### src/rtl/mult_div_unit.sv
// Iterative 32-cycle multiply / restoring-divide unit that owns the HI/LO pair.
// Signed operations run on magnitudes and apply the recorded signs at the commit step.
module mult_div_unit #(
    parameter int WIDTH = 32,
    parameter int CNT_W = 6
) (
    input  logic             clk,
    input  logic             rst,
    input  logic             start,
    input  logic [1:0]       op,
    input  logic [WIDTH-1:0] rsData,
    input  logic [WIDTH-1:0] rtData,
    input  logic             mthi,
    input  logic             mtlo,
    input  logic [WIDTH-1:0] hiLoWriteValue,
    output logic [WIDTH-1:0] hi,
    output logic [WIDTH-1:0] lo,
    output logic             busy,
    output logic             done,
    output logic             divZero
);

    typedef enum logic [1:0] {
        ST_IDLE = 2'b00,
        ST_CALC = 2'b01,
        ST_FIX  = 2'b10
    } state_t;

    state_t             r_state;
    state_t             w_next_state;
    logic [CNT_W-1:0]   r_cnt;
    logic [WIDTH-1:0]   r_acc_hi;
    logic [WIDTH-1:0]   r_acc_lo;
    logic [WIDTH-1:0]   r_opnd;
    logic [WIDTH-1:0]   r_raw_a;
    logic               r_is_div;
    logic               r_neg_q;
    logic               r_neg_r;
    logic               r_div_zero;
    logic [WIDTH-1:0]   r_hi;
    logic [WIDTH-1:0]   r_lo;
    logic               r_busy;
    logic               r_done;
    logic               r_div_zero_out;

    logic               w_signed;
    logic               w_a_neg;
    logic               w_b_neg;
    logic [WIDTH-1:0]   w_a_mag;
    logic [WIDTH-1:0]   w_b_mag;
    logic [WIDTH:0]     w_mul_sum;
    logic [WIDTH:0]     w_div_shift;
    logic [WIDTH:0]     w_div_diff;
    logic [WIDTH-1:0]   w_step_hi;
    logic [WIDTH-1:0]   w_step_lo;
    logic [2*WIDTH-1:0] w_prod;
    logic [2*WIDTH-1:0] w_prod_fix;
    logic [WIDTH-1:0]   w_fix_hi;
    logic [WIDTH-1:0]   w_fix_lo;

    // State register
    always_ff @(posedge clk or negedge rst) begin
        if (!rst) begin
            r_state <= ST_IDLE;
        end else begin
            r_state <= w_next_state;
        end
    end

    // Next-state logic
    always_comb begin
        w_next_state = r_state;
        case (r_state)
            ST_IDLE: begin
                if (start) w_next_state = ST_CALC;
                else       w_next_state = ST_IDLE;
            end
            ST_CALC: begin
                if (r_cnt == CNT_W'(WIDTH - 1)) w_next_state = ST_FIX;
                else                            w_next_state = ST_CALC;
            end
            ST_FIX:  w_next_state = ST_IDLE;
            default: w_next_state = ST_IDLE;
        endcase
    end

    // Operand magnitudes and one shift-add / restoring-divide iteration
    always_comb begin
        w_signed    = ~op[0];
        w_a_neg     = w_signed & rsData[WIDTH-1];
        w_b_neg     = w_signed & rtData[WIDTH-1];
        w_a_mag     = w_a_neg ? (~rsData + {{(WIDTH-1){1'b0}}, 1'b1}) : rsData;
        w_b_mag     = w_b_neg ? (~rtData + {{(WIDTH-1){1'b0}}, 1'b1}) : rtData;
        w_mul_sum   = {1'b0, r_acc_hi} + {1'b0, (r_acc_lo[0] ? r_opnd : {WIDTH{1'b0}})};
        w_div_shift = {r_acc_hi, r_acc_lo[WIDTH-1]};
        // Remainder stays below the divisor, so bit WIDTH of the difference is the borrow
        w_div_diff  = w_div_shift - {1'b0, r_opnd};
        if (r_is_div) begin
            if (!w_div_diff[WIDTH]) begin
                w_step_hi = w_div_diff[WIDTH-1:0];
                w_step_lo = {r_acc_lo[WIDTH-2:0], 1'b1};
            end else begin
                w_step_hi = w_div_shift[WIDTH-1:0];
                w_step_lo = {r_acc_lo[WIDTH-2:0], 1'b0};
            end
        end else begin
            w_step_hi = w_mul_sum[WIDTH:1];
            w_step_lo = {w_mul_sum[0], r_acc_lo[WIDTH-1:1]};
        end
    end

    // Sign correction and divide-by-zero override for the commit step
    always_comb begin
        w_prod     = {r_acc_hi, r_acc_lo};
        w_prod_fix = r_neg_q ? (~w_prod + {{(2*WIDTH-1){1'b0}}, 1'b1}) : w_prod;
        if (r_is_div && r_div_zero) begin
            w_fix_hi = r_raw_a;
            w_fix_lo = {WIDTH{1'b1}};
        end else if (r_is_div) begin
            w_fix_hi = r_neg_r ? (~r_acc_hi + {{(WIDTH-1){1'b0}}, 1'b1}) : r_acc_hi;
            w_fix_lo = r_neg_q ? (~r_acc_lo + {{(WIDTH-1){1'b0}}, 1'b1}) : r_acc_lo;
        end else begin
            w_fix_hi = w_prod_fix[2*WIDTH-1:WIDTH];
            w_fix_lo = w_prod_fix[WIDTH-1:0];
        end
    end

    // Datapath, HI/LO and status registers
    always_ff @(posedge clk or negedge rst) begin
        if (!rst) begin
            r_cnt          <= {CNT_W{1'b0}};
            r_acc_hi       <= {WIDTH{1'b0}};
            r_acc_lo       <= {WIDTH{1'b0}};
            r_opnd         <= {WIDTH{1'b0}};
            r_raw_a        <= {WIDTH{1'b0}};
            r_is_div       <= 1'b0;
            r_neg_q        <= 1'b0;
            r_neg_r        <= 1'b0;
            r_div_zero     <= 1'b0;
            r_hi           <= {WIDTH{1'b0}};
            r_lo           <= {WIDTH{1'b0}};
            r_busy         <= 1'b0;
            r_done         <= 1'b0;
            r_div_zero_out <= 1'b0;
        end else begin
            r_done         <= 1'b0;
            r_div_zero_out <= 1'b0;
            case (r_state)
                ST_IDLE: begin
                    if (start) begin
                        // Multiply: multiplicand in r_opnd, multiplier shifts out of r_acc_lo.
                        // Divide: divisor in r_opnd, dividend shifts out of r_acc_lo.
                        r_is_div   <= op[1];
                        r_opnd     <= op[1] ? w_b_mag : w_a_mag;
                        r_acc_lo   <= op[1] ? w_a_mag : w_b_mag;
                        r_acc_hi   <= {WIDTH{1'b0}};
                        r_raw_a    <= rsData;
                        r_neg_q    <= w_a_neg ^ w_b_neg;
                        r_neg_r    <= w_a_neg;
                        r_div_zero <= op[1] & (rtData == {WIDTH{1'b0}});
                        r_cnt      <= {CNT_W{1'b0}};
                        r_busy     <= 1'b1;
                    end else begin
                        if (mthi) r_hi <= hiLoWriteValue;
                        else      r_hi <= r_hi;
                        if (mtlo) r_lo <= hiLoWriteValue;
                        else      r_lo <= r_lo;
                    end
                end
                ST_CALC: begin
                    r_acc_hi <= w_step_hi;
                    r_acc_lo <= w_step_lo;
                    r_cnt    <= r_cnt + CNT_W'(1);
                end
                ST_FIX: begin
                    r_hi           <= w_fix_hi;
                    r_lo           <= w_fix_lo;
                    r_busy         <= 1'b0;
                    r_done         <= 1'b1;
                    r_div_zero_out <= r_is_div & r_div_zero;
                    r_cnt          <= {CNT_W{1'b0}};
                end
                default: begin
                    r_busy <= 1'b0;
                end
            endcase
        end
    end

    assign hi      = r_hi;
    assign lo      = r_lo;
    assign busy    = r_busy;
    assign done    = r_done;
    assign divZero = r_div_zero_out;

endmodule

### config.mk
export PLATFORM = sky130hd
export DESIGN_NAME = mult_div_unit
export DESIGN_NICKNAME = d
export VERILOG_FILES = /design/src/rtl/mult_div_unit.sv
export SDC_FILE = /design/constraint.sdc
export NUM_CORES = 1
export LEC_CHECK = 0
export BUFFER_PORTS_ARGS = -buffer_cell sky130_fd_sc_hd__buf_4
export CAP_MARGIN = 25
export CORE_ASPECT_RATIO = 1.2
export CORE_MARGIN = 2
export CORE_UTILIZATION = 30
export CTS_CLUSTER_SIZE = 30
export DETAILED_ROUTE_END_ITERATION = 6
export GPL_ROUTABILITY_DRIVEN = 0
export PLACE_DENSITY = 0.47
export SYNTH_ARGS = -nofsm -noshare
export SYNTH_HDL_FRONTEND = slang
export SYNTH_SLANG_ARGS = --single-unit
export TNS_END_PERCENT = 100
### constraint.sdc
create_clock -name clk -period 4 [get_ports clk]
set_input_delay 0.2 -clock clk [delete_from_list [all_inputs] [get_ports clk]]
set_output_delay 0.2 -clock clk [all_outputs]
set_load 0.05 [all_outputs]
==> results.sh, run 1 <==
export IMPL_ios=170
export IMPL_fp_dieH_um=261
export IMPL_postSynthAreaPerCell_sq_um=7.90
export IMPL_grt_pass1_wl_um=107000
export IMPL_outcome="complete, but fails checks"
export IMPL_hold_path_startpoint="rsData[1]"
export IMPL_maxCapViolCount=0
export IMPL_finalCriticalPeriod_ns=3.68
export IMPL_place_port_buffers=169
export IMPL_fillers=5672
export IMPL_start_kind="flip-flop"
export IMPL_drtIter0Drc=1504
export IMPL_hold_depth=3
export IMPL_fp_dieW_um=219
export IMPL_final_cell_mix="nand2_1, buf_4, dfrtp_1"
export IMPL_yosysSeqAreaShare_pct=31.3
export IMPL_fin_util_pct=36.9
export IMPL_syn2layout_area_growth_pct=21.7
export IMPL_insertedDiodeCount=0
export IMPL_synth_edf_count=0
export IMPL_worst_ep_arrival_time_ns=4.07
export IMPL_clockBufferDepth=3
export IMPL_num_rows=94
export IMPL_grt_pass1_vias=16610
export IMPL_grt_overflow_total=0
export IMPL_ys_flop_type="dfrtp_1"
export IMPL_required_ns=4.39
export IMPL_drc=2
export IMPL_syn_instance_count=2097
export IMPL_antenna_found_initial=0
export IMPL_violations="DRC"
export IMPL_cts_sinks=207
export IMPL_leakage_uw=0.00875
export IMPL_synthArstFlopShare_pct=100
export IMPL_cp_max_fo=16
export IMPL_worst_pin_slew_ns=0.982
export IMPL_timing_rr_start="r_acc_lo[31]"
export IMPL_syn_area_sq_mm=0.0166
export IMPL_clock_root_buffer="clkbuf_16"
export IMPL_synth_cell_types=83
export IMPL_track_usage_pct=24.9
export IMPL_via_per_inst=5.56
export IMPL_ff2ff_path_depth=13
export IMPL_timing_rr_end="r_acc_hi[17]"
export IMPL_tritoncts="built"
export IMPL_synth_top_area_cell="dfrtp_1"
export IMPL_rsz0062_at_grt="false"
export IMPL_tns_ns=0
export IMPL_dp_hpwl_um=56900
export IMPL_nets=2455
export IMPL_clock_latency_ns=0.55
export IMPL_htree_levels=1
export IMPL_grt_max_degree=106
export IMPL_synth_warnings=0
export IMPL_final_hold_violation_count=0
export IMPL_coreArea_sq_mm=0.0547
export IMPL_finalSetupViolations=0
export IMPL_hp_class="in2reg"
export IMPL_synth_area_leaders="dfrtp_1, nand2_1, o21ai_0, ha_1, xnor2_1"
export IMPL_num_vias=16780
export IMPL_fmax_mhz=272
export IMPL_synth_net_count=2271
export IMPL_initial_core_util_pct=30.3
export IMPL_skew_ns=0.0161
export IMPL_crit_type="reg2reg"
export IMPL_dieArea_sq_mm=0.0571
export IMPL_drv_slew=0
export IMPL_worstHoldEndpoint="r_raw_a[1]"
export IMPL_synth_top_area_share_pct=31.3
export IMPL_wl_um=72700
export IMPL_layout_commonest_cell="nand2_1"
export IMPL_power_density_mw_per_mm2=1000
export IMPL_path_clk_slew_ns=0.07
export IMPL_cts_inserted_buffers=25
export IMPL_ant_nets=0
export IMPL_maxSlewHeadroom_pct=34.4
export IMPL_layout_drive_gt1_share_pct=13.5
export IMPL_r2r_setup_slack_ns=0.32
export IMPL_synth_seq_cells=207
export IMPL_first_pass_iters=7
export IMPL_ir_drop_v=0.000519
export IMPL_endpoint_kind="flip-flop"
export IMPL_fin_crit_sh_pct=92.1
export IMPL_wl_per_cell_um=24.1
==> state kept, by name (all words and copies together) (netlist names), 2 cells and up <==
signal,cells
hi,32
lo,32
r_acc_hi,32
r_raw_a,32
r_acc_lo,32
r_state,2
r_cnt,6
r_opnd,32
==> metal layers <==
layer	GRT usage (%)	up-vias	part of all wire (%)
met4	16.9	0	7.7
met3	2.32	160	4.5
li1	-	7897	-
met1	29.7	8207	40
met5	0	-	0
met2	42.6	516	48
==> Yosys cell counts (17+ instances only) <==
master and instances:
inv_1 70, nand3_1 26, a22oi_1 19, nor2b_1 21, or3_1 17, nor3_1 46, a222oi_1 23, o21ai_0 192
a31oi_1 24, a21oi_1 164, a32oi_1 34, nand2b_1 18, o31ai_1 22, nand2_1 322, clkbuf_1 106, ha_1 69
mux2i_1 80, dfrtp_1 207, nor2_1 195, a21o_1 28, xnor2_1 94, xor2_1 73
==> worst max path at each step <==
stage	cells after the start	slack (ns)	start	to
4_1_cts	13	0.34	r_acc_lo[31]	r_acc_hi[17]
3_3_place_gp	13	0.46	r_acc_lo[0]	r_acc_hi[28]
2_1_floorplan	14	0.79	r_acc_lo[0]	r_acc_hi[30]
3_5_place_dp	13	0.35	r_acc_lo[31]	r_acc_hi[17]
5_1_grt	12	0.03	r_acc_lo[31]	r_acc_hi[1]
6_report	13	0.32	r_acc_lo[31]	r_acc_hi[17]
==> cells by family (layout without fill, tap and decap cells) <==
| family | count (synthesis) | after routing | share of synthesized area [%] |
|---|---|---|---|
| compound gates | 627 | 627 | 24.1 |
| xor+xnor | 168 | 168 | 8.93 |
| fa+ha+maj | 71 | 71 | 5.45 |
| buf+inv | 198 | 398 | 4.56 |
| flops | 207 | 207 | 31.3 |
| mux | 90 | 90 | 5.51 |
| simple gates | 736 | 736 | 20.2 |
==> repair_timing <==
action / in CTS / in global routing
endpoints found under the hold margin: 185 / 0
setup buffers: 0 / 0
endpoints found under the setup margin: 0 / 0
hold buffers: 54 / 0
gates resized for setup: 0 / 0
==> report_power, final <==
part / internal, uW / total, uW / switching (uW)
registers: 3120 / 4450 / 1330
clock network: 1350 / 2320 / 972
logic: 5150 / 13400 / 8240
==> per-stage QoR <==
| stage | hold WS (ns) | cells | total power (uW) | worst slack (ns) | instance area (sq um) |
|---|---|---|---|---|---|
| finish | 0.0400 | 3017 | 20100 | 0.317 | 20200 |
| global route | 0.0360 | 3017 | 21600 | 0.0306 | 20200 |
| CTS | 0.0251 | 3016 | 20100 | 0.340 | 20100 |
| detailed placement | 0.358 | 2919 | 17700 | 0.355 | 18800 |
| global placement | 0.357 | 2917 | 17600 | 0.459 | 18800 |
| floorplan | -0.0956 | 2097 | 13100 | 0.790 | 16600 |
==> critical path, stage by stage (launching register included) <==
cell and delay [ns]:
dfrtp_1 0.43, inv_1 0.13, ha_1 0.25, fa_1 0.40
nand2b_1 0.18, a21oi_1 0.24, o2111ai_1 0.22, a211oi_1 0.30
nand2b_1 0.32, o41ai_4 0.15, xnor2_4 0.19, buf_4 0.32
mux2i_1 0.25, o221ai_1 0.12
==> layout make-up <==
class	count	area, sq um	share of cell area (%)
Multi-Input combinational cell	1692	10700	52.9
Sequential cell	207	5180	25.7
Timing Repair Buffer	283	2330	11.6
Tap cell	720	901	4.47
Clock buffer	35	703	3.49
Inverter	72	270	1.34
Clock inverter	8	97.6	0.484
Note: power is estimated with default switching activity, not from simulation.
==> run 2: changes to the inputs <==
--- a/config.mk
+++ b/config.mk
@@ -5,6 +5,7 @@
 export SDC_FILE = /design/constraint.sdc
 export NUM_CORES = 1
 export LEC_CHECK = 0
+export ABC_AREA = 1
 export BUFFER_PORTS_ARGS = -buffer_cell sky130_fd_sc_hd__buf_4
 export CAP_MARGIN = 25
 export CORE_ASPECT_RATIO = 1.2
@@ -14,6 +15,7 @@
 export DETAILED_ROUTE_END_ITERATION = 6
 export GPL_ROUTABILITY_DRIVEN = 0
 export PLACE_DENSITY = 0.47
+export SETUP_SLACK_MARGIN = 0.15
 export SYNTH_ARGS = -nofsm -noshare
 export SYNTH_HDL_FRONTEND = slang
 export SYNTH_SLANG_ARGS = --single-unit
==> run 2 against run 1 <==
  * The run now ends clean
  * Combinational power grew 19%
  * Sequential cell count is the same
  * Utilization shrank 0.85 points
  * Register-to-register slack gained 0.49 ns
  * Worst hold slack lost 0.028 ns
  * Largest power group unchanged
==> results.sh, run 2 <==
export IMPL_power_density_mw_per_mm2=1000
export IMPL_nets=3673
export IMPL_total_power_uw=23300
export IMPL_fp_dieH_um=284
export IMPL_clockBufferDepth=3
export IMPL_tns_ns=0
export IMPL_synthTopCellsByCount="nand2_1, nor2_1, inv_1"
export IMPL_cts_inserted_buffers=27
export IMPL_gr_max_usage_layer="met2"
export IMPL_clock_latency_ns=0.59
export IMPL_grt_util_met1_pct=34.0
export IMPL_use_met3_pct=3.09
export IMPL_layout_commonest_cell="nand2_1"
export IMPL_leakage_uw=0.0119
export IMPL_endpoint_kind="flip-flop"
export IMPL_clock_root_buffer="clkbuf_16"
export IMPL_maxCapViolCount=0
export IMPL_crit_type="reg2reg"
export IMPL_fin_crit_sh_pct=79.7
export IMPL_grt_use_met2_pct=46.1
export IMPL_fin_util_pct=36.0
export IMPL_insertedDiodeCount=0
export IMPL_antenna_found_initial=1
export IMPL_drc=0
export IMPL_place_port_buffers=169
export IMPL_initial_core_util_pct=30.3
export IMPL_required_ns=4.53
export IMPL_grt_pass1_wl_um=139000
export IMPL_num_rows=102
export IMPL_skew_ns=0.0244
export IMPL_drtIter0Drc=1770
export IMPL_drv_slew=0
export IMPL_tritoncts="built"
export IMPL_fp_dieW_um=237
export IMPL_yosysMostFrequentCell="nand2_1"
export IMPL_maxSlewHeadroom_pct=36.4
export IMPL_path_clk_slew_ns=0.07
export IMPL_finalCriticalPeriod_ns=3.19
export IMPL_synth_warnings=0
export IMPL_finalSetupViolations=0
export IMPL_start_kind="flip-flop"
export IMPL_synth_top_area_share_pct=26.5
export IMPL_synth_cell_types=53
export IMPL_wl_per_cell_um=21.5
export IMPL_cts_sinks=207
export IMPL_worst_pin_slew_ns=0.953
export IMPL_dieArea_sq_mm=0.0672
export IMPL_switching_power_uw=13500
export IMPL_synth_net_count=3497
export IMPL_final_hold_violation_count=0
export IMPL_pwr_share_seq_pct=19.7
export IMPL_synth_top_area_cell="dfrtp_1"
export IMPL_worst_ep_arrival_time_ns=3.72
export IMPL_track_usage_pct=27.2
export IMPL_grt_max_degree=98
export IMPL_num_vias=22465
export IMPL_syn_area_sq_mm=0.0195
export IMPL_dp_hpwl_um=75100
export IMPL_synth_area_leaders="dfrtp_1, nand2_1, nor2_1, inv_1, nand3_1"
export IMPL_ios=170
export IMPL_via_per_inst=5.16
export IMPL_syn_instance_count=3323
export IMPL_p_int_uw=9840
export IMPL_syn2layout_area_growth_pct=18.8
export IMPL_ir_drop_v=0.000406
export IMPL_fmax_mhz=314
export IMPL_synth_seq_cells=207
export IMPL_wl_um=93400
export IMPL_first_pass_iters=6
export IMPL_grt_overflow_total=0
export IMPL_coreArea_sq_mm=0.0644
export IMPL_switching_share_pct=57.7
export IMPL_outcome="finished, final reports clean"
export IMPL_ant_nets=0
export IMPL_postSynthAreaPerCell_sq_um=5.88
export IMPL_clock_power_share_pct=11.7
export IMPL_ys_flop_type="dfrtp_1"
export IMPL_hp_class="in2reg"
export IMPL_synth_edf_count=0
export IMPL_p_comb_share_pct=68.6
export IMPL_cp_max_fo=16
export IMPL_yosysSeqAreaShare_pct=26.5
export IMPL_grt_pass1_vias=21608
export IMPL_layout_drive_gt1_share_pct=8.95
export IMPL_rsz0062_at_grt="false"
export IMPL_final_cell_mix="nand2_1, nor2_1, inv_1"
export IMPL_synthArstFlopShare_pct=100
export IMPL_htree_levels=1
## run 2: path summary, 6_finish.rpt
check	start	end	slack, ns	depth (start not counted)
max	r_acc_lo[31]	r_acc_hi[15]	0.81	19
min	rtData[29]	r_opnd[29]	0.01	5
max reg2reg	r_acc_lo[31]	r_acc_hi[15]	0.81	19
min reg2reg	r_cnt[5]	r_state[1]	0.48	1
max in group asynchronous	rst	r_raw_a[6]	2.72	3
min in group asynchronous	rst	hi[14]	0.23	2
## run 2: layer usage
metal  part of all wire [%]  routed length (um)
met5                      0                   0
met4                    5.7                5370
met3                    5.2                4890
met2                     48               44500
met1                     41               38700
## run 2: repair_timing
action / in CTS / in global routing
setup buffers: 0 / 0
hold endpoints to repair: 141 / 0
hold buffers: 42 / 0
gates resized for setup: 0 / 0
## run 2: metrics by stage
step | worst slack, ns | hold WS [ns] | instances | area [sq um]
5_1_grt | 0.483 | 0.0289 | 4350 | 23200
3_3_place_gp | 0.928 | 0.298 | 4260 | 21800
3_5_place_dp | 0.842 | 0.293 | 4260 | 21800
6_report | 0.812 | 0.0124 | 4350 | 23200
4_1_cts | 0.805 | 0.00267 | 4350 | 23200
2_1_floorplan | 1.48 | -0.0956 | 3323 | 19500
## run 2: worst max-delay path: stages (launching register included)
cell and delay (ns):
dfrtp_1 0.43, inv_1 0.17, ha_1 0.26, fa_1 0.40, inv_1 0.10, nand2_1 0.05, nand2_1 0.09, nand3_1 0.09
nand2_2 0.10, nand2_2 0.06, nand2_4 0.07, nand2_2 0.06, nand2_2 0.08, nand2_1 0.05, nand2_1 0.43, buf_4 0.34
nand2_1 0.08, nand3_1 0.07, nand3_1 0.08, nand2_1 0.11
## run 2: power groups by stage
stage	Sequential (uW)	Clock, uW	Combinational [uW]
floorplan	5080	0	9870
detailed placement	4580	0	15800
finish	4590	2740	16000
CTS	4550	2780	15900
global placement	4580	0	15800
global route	4660	2860	17700
## run 2: cell families (layout without fill, tap and decap cells)
family | after synthesis | in the layout | share of synthesized area, %
flops | 207 | 207 | 26.5
buf+inv | 549 | 744 | 10.8
xor+xnor | 54 | 54 | 2.42
compound gates | 572 | 572 | 16.2
fa+ha+maj | 71 | 71 | 4.62
simple gates | 1870 | 1870 | 39.4
## run 2: layout make-up
cell class	count	area (sq um)
clock buffers	36	769
fillers	7228	41200
repair buffers	266	2120
multi-input cells	2567	12300
well taps	832	1040
flip-flops and latches	207	5180
inverters	430	1610
clock inverters	12	205
